--- config.mk ---
export PLATFORM = sky130hd
export DESIGN_NAME = msrv32_store_unit
export DESIGN_NICKNAME = d
export VERILOG_FILES = /design/src/rtl/msrv32_store_unit.sv
export SDC_FILE = /design/constraint.sdc
export NUM_CORES = 1
export LEC_CHECK = 0
export ABC_AREA = 0
export CORE_UTILIZATION = 33
export CTS_CLUSTER_DIAMETER = 100
export DETAILED_ROUTE_END_ITERATION = 8
export HOLD_SLACK_MARGIN = 0.05
export MAX_ROUTING_LAYER = met4
export PLACE_DENSITY = 0.76
export SETUP_SLACK_MARGIN = 0.1
export SLEW_MARGIN = 10
export SYNTH_ARGS = -nofsm -noshare
export SYNTH_HDL_FRONTEND = slang
export SYNTH_SLANG_ARGS = --single-unit
--- constraint.sdc ---
create_clock -name ms_riscv32_mp_clk_in -period 2.8 [get_ports ms_riscv32_mp_clk_in]
set_input_delay 0.28 -clock ms_riscv32_mp_clk_in [delete_from_list [all_inputs] [get_ports ms_riscv32_mp_clk_in]]
set_output_delay 0.28 -clock ms_riscv32_mp_clk_in [all_outputs]
set_load 0.02 [all_outputs]
--- src/rtl/msrv32_store_unit.sv ---
// msrv32_store_unit: store path between the decoder and the AHB data port.
// Aligns SB/SH/SW data onto byte lanes, produces the word address and the
// byte-lane write mask, and registers everything with one cycle of latency.
// Captures happen only on edges where ahb_ready_in=1, so a bus wait state
// holds every output.
// Optional feature (macro STORE_MISALIGN_CHECK_EN): adds misaligned_store_out
// and suppresses the bus request for misaligned SH/SW stores.
module msrv32_store_unit (
  input  logic        ms_riscv32_mp_clk_in,
  input  logic        ms_riscv32_mp_rst_in,
  input  logic [1:0]  funct3_in,
  input  logic [31:0] iadder_in,
  input  logic [31:0] rs2_in,
  input  logic        ahb_ready_in,
  input  logic        mem_wr_req_in,
  output logic [31:0] ms_riscv32_mp_dmdata_out,
  output logic [31:0] ms_riscv32_mp_dmaddr_out,
  output logic [3:0]  ms_riscv32_mp_dmwr_mask_out,
  output logic        ms_riscv32_mp_dmwr_req_out,
  output logic [1:0]  ahb_htrans_out
`ifdef STORE_MISALIGN_CHECK_EN
  ,
  output logic        misaligned_store_out
`endif
);

  localparam logic [1:0] HTRANS_IDLE   = 2'b00;
  localparam logic [1:0] HTRANS_NONSEQ = 2'b10;

  logic [1:0]  byte_off;
  logic [31:0] data_next;
  logic [3:0]  mask_next;
  logic        issue;
`ifdef STORE_MISALIGN_CHECK_EN
  logic        misaligned;
`endif

  assign byte_off = iadder_in[1:0];

  // Lane alignment of store data and byte-enable generation by access size.
  always_comb begin
    data_next = '0;
    mask_next = '0;
    case (funct3_in)
      2'b00: begin
        data_next = {24'h0, rs2_in[7:0]} << {byte_off, 3'b000};
        mask_next = 4'b0001 << byte_off;
      end
      2'b01: begin
        if (byte_off[1]) begin
          data_next = {rs2_in[15:0], 16'h0};
          mask_next = 4'b1100;
        end else begin
          data_next = {16'h0, rs2_in[15:0]};
          mask_next = 4'b0011;
        end
      end
      default: begin
        data_next = rs2_in;
        mask_next = 4'b1111;
      end
    endcase
  end

`ifdef STORE_MISALIGN_CHECK_EN
  // A halfword must be 2-byte aligned and a word 4-byte aligned.
  always_comb begin
    misaligned = 1'b0;
    case (funct3_in)
      2'b00:   misaligned = 1'b0;
      2'b01:   misaligned = byte_off[0];
      default: misaligned = |byte_off;
    endcase
  end

  assign issue = mem_wr_req_in & ~misaligned;
`else
  assign issue = mem_wr_req_in;
`endif

  // Output registers; reset wins over the bus ready, wait states hold.
  always_ff @(posedge ms_riscv32_mp_clk_in) begin
    if (ms_riscv32_mp_rst_in) begin
      ms_riscv32_mp_dmdata_out    <= '0;
      ms_riscv32_mp_dmaddr_out    <= '0;
      ms_riscv32_mp_dmwr_mask_out <= '0;
      ms_riscv32_mp_dmwr_req_out  <= 1'b0;
      ahb_htrans_out              <= HTRANS_IDLE;
`ifdef STORE_MISALIGN_CHECK_EN
      misaligned_store_out        <= 1'b0;
`endif
    end else if (ahb_ready_in) begin
      ms_riscv32_mp_dmdata_out    <= data_next;
      ms_riscv32_mp_dmaddr_out    <= {iadder_in[31:2], 2'b00};
      ms_riscv32_mp_dmwr_mask_out <= issue ? mask_next : 4'b0000;
      ms_riscv32_mp_dmwr_req_out  <= issue;
      ahb_htrans_out              <= issue ? HTRANS_NONSEQ : HTRANS_IDLE;
`ifdef STORE_MISALIGN_CHECK_EN
      misaligned_store_out        <= misaligned;
`endif
    end
  end

endmodule

# Word-level counts from Yosys, hierarchy flattened
# Index checks and enable logic that the tools add are counted.
dict set report totals {
  regBits 69
  in_bits 70
  wordCells 15
}
dict set report classes {
  n_eq_ne 1
  mux 6
  shift 2
  n_reduce_logical 1
}
# operator n
set op_table {}
lappend op_table {{$pmux 32 s2} 1}
lappend op_table {{$mux 32} 1}
lappend op_table {{$shl 8x5->32} 1}
lappend op_table {{$mux 4} 2}
lappend op_table {{$pmux 4 s2} 1}
lappend op_table {{$shl 1x2->4 const A} 1}
lappend op_table {{$eq 2x1->1 const B} 1}
lappend op_table {{$logic_not 2->1} 1}
lappend op_table {{$mux 2} 1}

# Longest topological paths before layout
# Gate-level depths: netlist (run 1).
dict set report depth {
  ltp_word 3
  ltp_mapped 5
  ltp_nobuf 3
}

# Worst setup path after synthesis (run 1)
# OpenSTA, ideal clock, no wires.
dict set report synth_path {
  kind {in2reg}
  start {input port ahb_ready_in}
  end {register ms_riscv32_mp_dmdata_out[14]}
  arrival_time_ns 1.109
  stages 5
  path_slack_ns 1.577
  t_required_ns 2.686
  setup_time_ns 0.114
  path_buffers 2
  path_cell_list {nor2b_1 -> buf_2 -> clkbuf_1 -> a32o_1 -> a21o_1}
}
# element line
set synth_lines {}
lappend synth_lines {{start, declared} 14} ;# input logic ahb_ready_in,
lappend synth_lines {{end signal, assigned} 93} ;# ms_riscv32_mp_dmdata_out <= data_next;
lappend synth_lines {{end, declared} 16} ;# output logic [31:0] ms_riscv32_mp_dmdata_out,

# Worst setup path after layout (run 1)
dict set report layout_path {
  start {input port funct3_in[0]}
  end {register ms_riscv32_mp_dmdata_out[15]}
}
dict set report layout_via {
  elab_chain_len 2
  elab_cells_between_ends 3
}
# element line
set layout_rtl {}
lappend layout_rtl {{start, declared} 11} ;# input logic [1:0] funct3_in,
lappend layout_rtl {{$eq 2x1->1 / $logic_not 2->1 (equally long branches)} 44} ;# case (funct3_in)
lappend layout_rtl {{$pmux 32 s2 (*)} 44}
# Every way passes the cells marked *; elsewhere a longest branch is shown, timed or not.
# A chain may end at the register's enable or synchronous reset.

==> results, run 1 <==
- The number of antenna violations at the first check in global routing is 0.
- 0 antenna diodes ended up in the layout.
- The most common cell after layout, fill and taps aside is sky130_fd_sc_hd__clkdlybuf4s50_1.
- The maximum clock insertion buffer count is 2.
- After detailed routing, the average wire length per cell comes to 15.1 um.
- The area added between synthesis and finish is 60.8%.
- The portion of synthesized cell area occupied by the leading cell type is 0.498.
- The area after detailed placement is 4090 sq um.
- The largest net degree at the start of global routing is 73.
- Port buffering added 137 buffers.
- The number of instances in the synthesized netlist is 285.
- The routed layout has 2,565 vias.
- The deepest level of the CTS H-tree is 3.
- Summed over all layers, the global routing overflow is 0.
- The total setup buffers inserted after CTS is 0.
- The reg2reg setup slack is 2.02 ns.
- Of the cells placed in the final design, the portion with a size suffix greater than 1 is 0.0671.
- The area of the multi-input gates is 1220 sq um.
- The layout has 721 filler cells.
- The aggregate routed wire length is 7820 um.
- The internal cell power is 1.86 mW.
- After synthesis the netlist holds a flip-flop and latch count of 67.
- For this run, the total global-route usage over all layers was measured as 0.191.
- The largest area contributor in the synthesized netlist is sky130_fd_sc_hd__dfxtp_1.
- The distinct cell type count after synthesis is 29.
- The full die area is 8520 sq um.
- The area of all placed cells without fillers is 4330 sq um.
- The startpoint identified for the worst hold timing path is ms_riscv32_mp_rst_in.
- The number of buffers inserted by hold repair at cts is 0.
- Clock latency on the worst-skew pair, taken at its later pin, is 0.32 ns.
- The clock-pin transition on the worst setup and hold timing paths is 0.07 ns.
- The number of placement rows is 32.
- For this run, design rule violations remaining after detail routing come to 0.
- Across the run, the number of max-cap violations was 0.
- The run finished with clean final reports.
- The data required time of the worst path is 3.07 ns.
- The power share of the clock group is 0.393.
- The number of gates resized after CTS is 0.
- Data on the critical path arrives at its endpoint at 2.08 ns.
- TritonCTS built the clock tree.
- The final number of hold-violating endpoints is 0.
- The die width is 92.3 um.
- The via count of the first global-routing pass came to 2,582.
- The highest fanout seen on the critical path is 13.
- The final max-slew violation count is 0.
- The startpoint of the most critical register-to-register path is ms_riscv32_mp_dmdata_out[8]$_SDFFE_PP0P_.
- The cell leakage power is 1.70 nW.
- The remaining antenna violation count is 0.
- The first-pass detailed-route iteration total is 4.
- The count of clock tree sinks is 67.
- The first global-routing pass estimated 12,400 um of wire.
- The per-instance average area after synthesis is 9.45 sq um.
- The initial utilization of the core area, before any placement, comes to 0.345.
- The worst setup path is launched from an input port.
- In the finished design, the share of the clock period the worst path needs comes to 0.645.
- Of all flip-flops after synthesis, the portion carrying an async set or reset was 0.
- The HPWL reported at the end of detailed placement is 5660 um.
- After routing, the total negative slack on setup checks comes to 0 ns.
- Setup repair after global routing left no endpoint under its margin.
- The number of clock buffers added by TritonCTS is 9.
- For this design the total switching power over the nets is 0.590 mW.
- The storage element area is 1340 sq um.
- The ratio of routed vias to standard cells is 4.94.
- Counting flops with a built-in enable in the synthesized netlist gives 0.
- For the pin with the worst max-slew slack, the measured transition is 0.863 ns.
- The number of synthesis warnings is 0.
- The flip-flop cell with the highest count after synthesis is sky130_fd_sc_hd__dfxtp_1.
- Setup violations remaining at the end of the flow were counted as 0.
- The placer's final routability congestion estimate is 0.855.
- In the layout the commonest cells are sky130_fd_sc_hd__clkdlybuf4s50_1 (135), sky130_fd_sc_hd__dfxtp_1 (67), sky130_fd_sc_hd__nor2_1 (40).
- The netlist area before placement is 2690 sq um.
- The number of DRC markers in iteration 0 is 122.
- The min-delay analysis places its worst path in the category in2reg.
- The power density relative to cell area is 566 nW/um^2.
- For this run, the register share of the synthesized area comes to 0.498.
- The critical setup path kind is in2reg.
- The time the worst path needs with I/O delays and setup is 1.81 ns.
- Ranked by total cell area, the synthesized netlist is headed by sky130_fd_sc_hd__dfxtp_1 (50%), sky130_fd_sc_hd__mux2i_1 (12%), sky130_fd_sc_hd__nor2_1 (5.7%), sky130_fd_sc_hd__nand2_1 (3.9%), sky130_fd_sc_hd__a32o_1 (3.0%).
- The top achievable clock speed is 554 MHz.
- The die outline height is 92.3 um.
- The register share of total power is 0.424.
- Of the total power, combinational logic draws 0.183.
- The core footprint is 7810 sq um.
- The number of top-level design ports is 141.
- Measured against its own limit, the worst slew margin works out to 0.425.
- The start point of the critical path is funct3_in[0].
- The worst voltage drop across the vdd grid is 0.246 mV.
- At the end of the flow, the number of nets in the layout was 482.
- The setup skew after layout is 0 ns.
- The element type at the critical path end is a flop.
- Clock tree synthesis selected as its root buffer the cell sky130_fd_sc_hd__clkbuf_8.
- The share of total power consumed by net switching is 0.241.
## critical path, stage by stage
cell	delay (ns)
sky130_fd_sc_hd__clkdlybuf4s50_1	0.64
sky130_fd_sc_hd__nor4b_2	0.80
sky130_fd_sc_hd__a32o_1	0.27
sky130_fd_sc_hd__a21o_1	0.08
## layer usage
layer | up-vias | share of wire | track usage
met5 | - | 0 | -
met4 | 0 | 0.026 | 0.0951
met3 | 16 | 0.056 | 0.0296
met2 | 97 | 0.49 | 0.313
met1 | 1193 | 0.43 | 0.227
li1 | 1259 | - | -
## synthesized netlist by cell type, types with 3 or more instances
library cell	n
sky130_fd_sc_hd__dfxtp_1	67
sky130_fd_sc_hd__nor2_1	41
sky130_fd_sc_hd__mux2i_1	31
sky130_fd_sc_hd__nand2_1	28
sky130_fd_sc_hd__o21ai_0	12
sky130_fd_sc_hd__clkbuf_1	11
sky130_fd_sc_hd__nand2b_1	9
sky130_fd_sc_hd__a21o_1	8
sky130_fd_sc_hd__a311oi_1	8
sky130_fd_sc_hd__a31oi_1	8
sky130_fd_sc_hd__a32o_1	8
sky130_fd_sc_hd__a32oi_1	8
sky130_fd_sc_hd__buf_2	8
sky130_fd_sc_hd__nand3_1	8
sky130_fd_sc_hd__nand4_1	8
sky130_fd_sc_hd__buf_4	5
sky130_fd_sc_hd__buf_1	3
## power by group through the flow
stage                     sequential, mW  combinational, mW  clock [mW]
after floorplan                     1.13              0.140           0
after global placement              1.06              0.444           0
after detailed placement            1.06              0.448           0
after CTS                           1.04              0.450       0.987
after global routing                1.05              0.478        1.04
final                               1.04              0.447       0.962
## path summary, 6_finish.rpt
path / end / cells after the start
hold reg to reg: ms_riscv32_mp_dmdata_out[0]$_SDFFE_PP0P_ / 2
setup / recovery: ms_riscv32_mp_dmdata_out[15]$_SDFFE_PP0P_ / 4
setup reg to reg: ms_riscv32_mp_dmdata_out[8]$_SDFFE_PP0P_ / 2
hold / removal: ms_riscv32_mp_dmdata_out[0]$_SDFFE_PP0P_ / 4
## state kept, by name, summed over array words and instances (netlist names)
name,cells
ahb_htrans_out,1
ms_riscv32_mp_dmwr_mask_out,4
ms_riscv32_mp_dmaddr_out,30
ms_riscv32_mp_dmdata_out,32
## final cells by class
cell class | instances | share of cell area
clock buffer | 11 | 0.0327
clock inverter | 5 | 0.0231
sequential | 67 | 0.310
inverter | 1 | 0.000867
tap | 102 | 0.0295
multi-input combinational | 191 | 0.281
timing repair buffer | 142 | 0.323
## metrics by stage
| stage | power, mW | util | worst slack (ns) | cells | hold WS (ns) |
|---|---|---|---|---|---|
| finish | 2.45 | 0.554 | 0.995 | 519 | 0.424 |
| global route | 2.56 | 0.554 | 0.952 | 519 | 0.431 |
| CTS | 2.48 | 0.554 | 1.05 | 519 | 0.463 |
| detailed placement | 1.51 | 0.523 | 0.698 | 503 | 0.447 |
| global placement | 1.50 | 0.523 | 0.758 | 503 | 0.436 |
| floorplan | 1.27 | - | 1.58 | 287 | 0.390 |
## cells by family (layout without fill, tap and decap cells)
group	count (synthesis)	in the layout	share of synthesized area
simple gates	100	100	0.171
mux	31	31	0.115
buf+inv	29	159	0.0539
compound gates	57	57	0.160
other cells	1	3	0.00139
flops	67	67	0.498
(Power assumes the default switching activity.)
==> inputs of run 2 (changes only) <==
==> constraint.sdc (replaced) <==
create_clock -name ms_riscv32_mp_clk_in -period 1.8 [get_ports ms_riscv32_mp_clk_in]
set_input_delay 0.18 -clock ms_riscv32_mp_clk_in [delete_from_list [all_inputs] [get_ports ms_riscv32_mp_clk_in]]
set_output_delay 0.18 -clock ms_riscv32_mp_clk_in [all_outputs]
set_load 0.02 [all_outputs]
==> run 2 against run 1 <==
Clock skew unchanged; setup slack worse by 0.76 ns; core utilization up 0.58 points; largest cell class unchanged.
==> results, run 2 (synthesized netlist as in run 1, its figures left out) <==
- After the first detailed-routing iteration, the DRC count stood at 135.
- For this block, wires on met1 add up to 3350 um.
- The share of total power dissipated in sequential elements is 0.439.
- The first-pass GRT wire length is 12,700 um.
- Of all nets on the critical path, the largest fanout is 8.
- The detailed-route via count is 2,612.
- The slew at the pin with the worst max-slew slack is 0.853 ns.
- The data required time of the worst path is 2.09 ns.
- Derived from the worst setup path, the maximum achievable clock frequency is 639 MHz.
- Clock tree synthesis inserted a total of 9 buffers.
- For this configuration, the core starts out at a cell density of 0.345.
- The die covers 8520 sq um.
- After routing, the total negative slack on setup checks comes to 0 ns.
- The cell leakage power is 1.72 nW.
- Compared with the post-synthesis result, the final layout area differs by 62.5%.
- The via count of the first global-routing pass is 2,516.
- The final cell count without fillers is 527.
- The clock network latency to the later pin of the worst-skew pair is 0.33 ns.
- In the final layout, the share of cells above drive strength 1 is 0.0847.
- The final max-slew violation count is 0.
- The worst setup path is of the in2reg kind.
- The worst hold path belongs to the class in2reg.
- TritonCTS built the clock tree.
- In the routed layout, each cell is associated on average with a via count of 4.96.
- The pre-antenna-repair detailed-routing pass consisted of 4 iterations.
- Of the total power, the clock network draws 0.367.
- After global routing the overflow that remains totals 0.
- Setup repair after global routing left no endpoint under its margin.
- The detail route stage leaves a number of antenna-violating nets equal to 0.
- In the final routed layout, each cell accounts on average for 14.9 um.
- The number of buffers inserted by hold repair at cts is 0.
- In this run the core area contains 32 standard-cell rows.
- STA classifies the critical path endpoint as a flop.
- The flip-flop count of the largest register after layout is 32.
- The highest metal layer with signal wires is met4.
- The overall track demand over capacity in global routing is 0.197.
- The final number of hold-violating endpoints is 0.
- Across the VDD grid, the largest voltage drop is 0.368 mV.
- Setup violations remaining at the end of the flow were counted as 0.
- The number of antenna violations at the first check in global routing was 0.
- The worst-case hold slack is 0.305 ns.
- Max-cap violations in this run came to 0.
- The startpoint of the most critical register-to-register path is ms_riscv32_mp_dmdata_out[14]$_SDFFE_PP0P_.
- Measured against its own limit, the worst slew margin works out to 0.430.
- The die outline height is 92.3 um.
- The largest registers in the layout are ms_riscv32_mp_dmdata_out: 32 flops, ms_riscv32_mp_dmaddr_out: 30 flops, ms_riscv32_mp_dmwr_mask_out: 4 flops.
- The core footprint is 7810 sq um.
- The total instance count after detailed placement is 511.
- Dividing total power by cell area gives a power density of 841 nW/um^2.
- The number of inserted filler cells in the final layout is 727.
- The setup skew after layout is 0 ns.
- The register with the most flip-flops in the final layout is ms_riscv32_mp_dmdata_out.
- The number of gates resized after CTS was 0.
- The internal cell power is 2.72 mW.
- The most critical setup path has its startpoint at funct3_in[1].
- The final critical-path share of the clock period is 0.870.
- The total setup buffers inserted after CTS is 0.
- The routed design uses 3730 um of met2 wire.
- The number of top-level design ports is 141.
- Prior to clock tree synthesis, the placed netlist has a worst setup slack of -0.0689 ns.
- The run finished with clean final reports.
- The net count of the finished layout is 490.
- The source of the worst hold timing path is ms_riscv32_mp_rst_in.
- The placer's final routability congestion estimate is 0.858.
- The die width is 92.3 um.
- The clock-pin transition on the worst setup and hold timing paths is 0.07 ns.
- Across all setup checks in the final design, the least slack found is 0.234 ns.
- The share of total power consumed by net switching is 0.260.
- The repair_antennas step left the layout with diodes totalling 0.
- The worst endpoint data arrival time is 1.85 ns.
- After detailed routing, the met3 layer carries 548 um of wire.
- The clock tree root buffer cell is sky130_fd_sc_hd__clkbuf_8.
- Entering global routing, the biggest net connects 73 pins.
- The wire-length estimate of the detail-placed layout is 5830 um.
- The count of unresolved DRC violations after routing is 0.
- CTS saw 67 sinks.
- The net switching component of the power is 0.956 mW.
- After layout, the minimum clock period comes to 1.57 ns.
- The final layout contains routed wiring with a total length of 7840 um.
- The proportion of power drawn by combinational gates is 0.194.
- In this run the deepest clock path goes through 2 buffers.
- The kind of start point of the critical path is an input port.
- The top cell types in the final layout, fill and taps aside, are sky130_fd_sc_hd__clkdlybuf4s50_1 (135), sky130_fd_sc_hd__dfxtp_1 (67), sky130_fd_sc_hd__nor2_1 (41).
- The count of buffers added on input and output ports is 137.
- In this run the number of H-tree levels came out at 3.
- Leaving out fill and tap cells, the most frequent cell in the layout is sky130_fd_sc_hd__clkdlybuf4s50_1.
## run 2: metrics by stage
step	total power, mW	instance area [sq um]	utilization
6_report	3.68	4370	0.560
5_1_grt	3.85	4370	0.560
4_1_cts	3.71	4370	0.560
3_5_place_dp	2.36	4160	0.533
3_3_place_gp	2.35	4160	0.533
2_1_floorplan	1.97	2700	-
## run 2: area by class of cell
class                   count  area [sq um]  share of cell area
repair buffers            150          1470               0.336
flip-flops and latches     67          1340               0.307
multi-input cells         191          1210               0.277
well taps                 102           128              0.0292
clock buffers               9           124              0.0283
clock inverters             7          92.6              0.0212
inverters                   1          3.75            0.000858
## run 2: power groups by stage
stage          clock (mW)  combinational [mW]  sequential, mW
6_report             1.35               0.714            1.61
3_5_place_dp            0               0.715            1.65
2_1_floorplan           0               0.218            1.75
5_1_grt              1.46               0.763            1.63
3_3_place_gp            0               0.705            1.65
4_1_cts              1.38               0.717            1.62
## run 2: worst paths after layout
kind,to,slack [ns],cells after the start
max,ms_riscv32_mp_dmdata_out[12]$_SDFFE_PP0P_,0.23,4
min,ms_riscv32_mp_dmdata_out[1]$_SDFFE_PP0P_,0.30,4
max reg2reg,ms_riscv32_mp_dmdata_out[14]$_SDFFE_PP0P_,1.01,2
min reg2reg,ms_riscv32_mp_dmwr_mask_out[3]$_SDFFE_PP0P_,0.46,2
## run 2: critical path, stage by stage
cell and delay (ns):
sky130_fd_sc_hd__clkdlybuf4s50_1 0.49, sky130_fd_sc_hd__nor4b_2 0.80, sky130_fd_sc_hd__a32o_1 0.29, sky130_fd_sc_hd__a21o_1 0.08
## run 2: metal layers
| metal | vias up | global-route usage |
|---|---|---|
| met3 | 20 | 0.0419 |
| met4 | 0 | 0.0990 |
| met2 | 113 | 0.301 |
| met1 | 1205 | 0.244 |
| li1 | 1274 | - |
| met5 | - | - |
==> inputs of run 3 (changes only) <==
--- a/config.mk
+++ b/config.mk
@@ -6,6 +6,7 @@
 export NUM_CORES = 1
 export LEC_CHECK = 0
 export ABC_AREA = 0
+export CORE_MARGIN = 2
 export CORE_UTILIZATION = 33
 export CTS_CLUSTER_DIAMETER = 100
 export DETAILED_ROUTE_END_ITERATION = 8
==> run 3 against run 2 <==
Critical path depth decreased by 3; critical path type is now reg2out; count of clock-buffer cells in the layout increased by 1; sequential cell count unchanged; clock skew unchanged; fmax increased by 3.5%; wire length increased by 2.6%; first-iteration DRC count decreased by 2.2%; non-clock buffer count decreased by 3; largest cell class unchanged; largest power group unchanged; critical endpoint is now ms_riscv32_mp_dmdata_out[27].
==> results, run 3 (synthesized netlist as in run 1, its figures left out) <==
- The flow ran to the end, and the final reports show no timing, DRC or antenna violations.
- The number of DRC markers in iteration 0 is 132.
- The clock tree from TritonCTS is built.
- The die width is 94.3 um.
- The overall track demand over capacity in global routing is 0.187.
- The overall overflow remaining after global route is 0.
- The element type at the critical path end is an output pin.
- The number of gates resized after CTS is 0.
- The via count of the first global-routing pass is 2,504.
- The total of buffers placed on input and output ports is 137.
- The number of inserted filler cells in the final layout is 727.
- Across the run, the number of max-cap violations was 0.
- The startpoint identified for the worst hold timing path is ms_riscv32_mp_rst_in.
- The cell depth of the worst min-delay path is 2.
- The maximum single-stage delay on the critical path is 0.65 ns.
- The final number of hold-violating endpoints came to 0.
- The register with the most flip-flops in the layout has 32 of them.
- STA classifies the critical path startpoint as a flop.
- The setup slack after layout is 0.287 ns.
- The placer's final routability congestion estimate is 0.817.
- In the final layout, the registers with the most flip-flops are ms_riscv32_mp_dmdata_out: 32 flops, ms_riscv32_mp_dmaddr_out: 30 flops, ms_riscv32_mp_dmwr_mask_out: 4 flops.
- The number of clock buffers added by TritonCTS is 9.
- Buffers added to address setup during post-CTS repair amount to 0.
- The number of placement rows is 32.
- The power density relative to cell area is 854 nW/um^2.
- The slowest stage of the critical path belongs to the cell sky130_fd_sc_hd__clkdlybuf4s50_1.
- After legalization and detailed placement, the total HPWL measured 6080 um.
- The worst hold path terminates at ms_riscv32_mp_dmdata_out[27]$_SDFFE_PP0P_.
- The area of the multi-input gates is 1210 sq um.
- The path class of the lowest-slack min-delay path is in2reg.
- For this run, the detailed router's first-pass iteration total came to 4.
- The floorplan step defined a die boundary enclosing 8900 sq um.
- The number of buffers inserted by hold repair at cts is 0.
- The top achievable clock speed is 661 MHz.
- The time the worst path needs with I/O delays and setup is 1.51 ns.
- The area after detailed placement is 4140 sq um.
- Of all nets on the critical path, the largest fanout is 2.
- The final sum of negative setup slack is 0 ns.
- After detailed routing, the number of vias per cell comes to 4.94.
- The worst flop-to-flop path endpoint is ms_riscv32_mp_dmdata_out[9]$_SDFFE_PP0P_.
- The clock network latency to the later pin of the worst-skew pair is 0.33 ns.
- The most common cell after layout, fill and taps aside is sky130_fd_sc_hd__clkdlybuf4s50_1.
- The area added between synthesis and finish is 62.0%.
- The initial utilization of the core area, before any placement, comes to 0.345.
- By startpoint and endpoint, the worst setup path is classified as reg2out.
- The maximum clock insertion buffer count is 2.
- Setup violations remaining at the end of the flow were counted as 0.
- The worst voltage drop across the vdd grid is 0.322 mV.
- The clock tree synthesis step divided the H-tree into 3 levels.
- The die is 94.3 um tall.
- The reg2reg setup slack is 1.01 ns.
- Traced cell by cell, the critical path runs through clkdlybuf4s50_1.
- The power consumption is 3.73 mW.
- The cell leakage power is 1.72 nW.
- Setup repair after global routing left no endpoint under its margin.
- With fillers left out, the area of the finished cells amounts to 4360 sq um.
- The startpoint of the most critical register-to-register path is ms_riscv32_mp_dmdata_out[9]$_SDFFE_PP0P_.
- The top cell types in the final layout, fill and taps aside, are sky130_fd_sc_hd__clkdlybuf4s50_1 (135), sky130_fd_sc_hd__dfxtp_1 (67), sky130_fd_sc_hd__nor2_1 (41).
- Prior to clock tree synthesis, the placed netlist has a worst setup slack of 0.139 ns.
- Clock tree synthesis selected as its root buffer the cell sky130_fd_sc_hd__clkbuf_8.
- The detailed-route via count is 2,591.
- The count of clock tree sinks is 67.
- The layout net count is 487.
- The antenna diode instance count is 0.
- In the final layout, the share of cells above drive strength 1 is 0.0782.
- In the final layout, flip-flops and latches occupy 1340 sq um.
- The final max-slew violation count is 0.
- Ranked by flip-flop count, first place goes to ms_riscv32_mp_dmdata_out.
- The number of buffers and inverters on the critical path is 1.
- In the finished design, the share of the clock period the worst path needs comes to 0.840.
- The first-pass GRT wire length is 12,500 um.
- The largest net degree at the start of global routing is 74.
- The count of nets left with antenna violations once routing finished came out at 0.
- After detailed routing, the total wire length is 8050 um.
- In the final routed layout, each cell accounts on average for 15.4 um.
- Clock skew on the completed layout was measured at 0 ns.
- In the routed design, unresolved DRC markers number 0.
- In this run the standard cell core region covers 7810 sq um.
- The worst endpoint data arrival time is 1.33 ns.
- The clock-pin transition on the worst setup and hold timing paths is 0.07 ns.
- Pin placement for this block handled 141 I/O pins.
- The number of antenna violations at the first check in global routing is 0.
- The top cell family by delay on the critical path is buffers and inverters.
- Data on the critical path is required at its endpoint by 1.62 ns.
- The worst-case reg-to-reg path depth is 2.
[run 3: cell types whose count changed in the layout (fill, tap and decap cells not counted)]
cell	previous run	this run
sky130_fd_sc_hd__buf_4	12	9
sky130_fd_sc_hd__clkbuf_8	9	10
sky130_fd_sc_hd__clkinv_2	2	1
sky130_fd_sc_hd__clkinv_4	0	1
sky130_fd_sc_hd__clkinvlp_4	3	2
[run 3: cell type report]
class | instances | share of cell area
Timing Repair Buffer | 147 | 0.332
Sequential cell | 67 | 0.308
Tap cell | 102 | 0.0293
Clock buffer | 10 | 0.0316
Clock inverter | 6 | 0.0204
Inverter | 1 | 0.000861
Multi-Input combinational cell | 191 | 0.278
[run 3: through the flow]
step	util	hold slack, ns	cells
2_1_floorplan	-	0.290	287
3_3_place_gp	0.530	0.436	508
3_5_place_dp	0.530	0.447	508
4_1_cts	0.559	0.173	524
5_1_grt	0.559	0.203	524
6_report	0.559	0.191	524
[run 3: worst max-delay path by stage]
stage / from / to / slack, ns / cells past startpoint
6_report: ms_riscv32_mp_dmdata_out[27]$_SDFFE_PP0P_ / ms_riscv32_mp_dmdata_out[27] / 0.29 / 1
5_1_grt: ahb_htrans_out[1]$_SDFFE_PP0P_ / ahb_htrans_out[1] / 0.26 / 1
4_1_cts: ahb_htrans_out[1]$_SDFFE_PP0P_ / ahb_htrans_out[1] / 0.28 / 1
3_5_place_dp: funct3_in[0] / ms_riscv32_mp_dmdata_out[25]$_SDFFE_PP0P_ / 0.14 / 4
3_3_place_gp: funct3_in[0] / ms_riscv32_mp_dmdata_out[25]$_SDFFE_PP0P_ / 0.20 / 4
2_1_floorplan: ahb_ready_in / ms_riscv32_mp_dmdata_out[14]$_SDFFE_PP0P_ / 0.68 / 5
[run 3: layer usage]
metal,track usage,up-vias,routed length [um]
met3,0.0351,12,568
met2,0.316,111,4060
met4,0.0821,0,140
met1,0.217,1197,3280
met5,-,-,0
li1,-,1271,-
[run 3: report_power, final]
part / internal, mW / switching [mW]
clock: 0.817 / 0.582
sequential: 1.57 / 0.0465
combinational: 0.376 / 0.335
total: 2.76 / 0.963
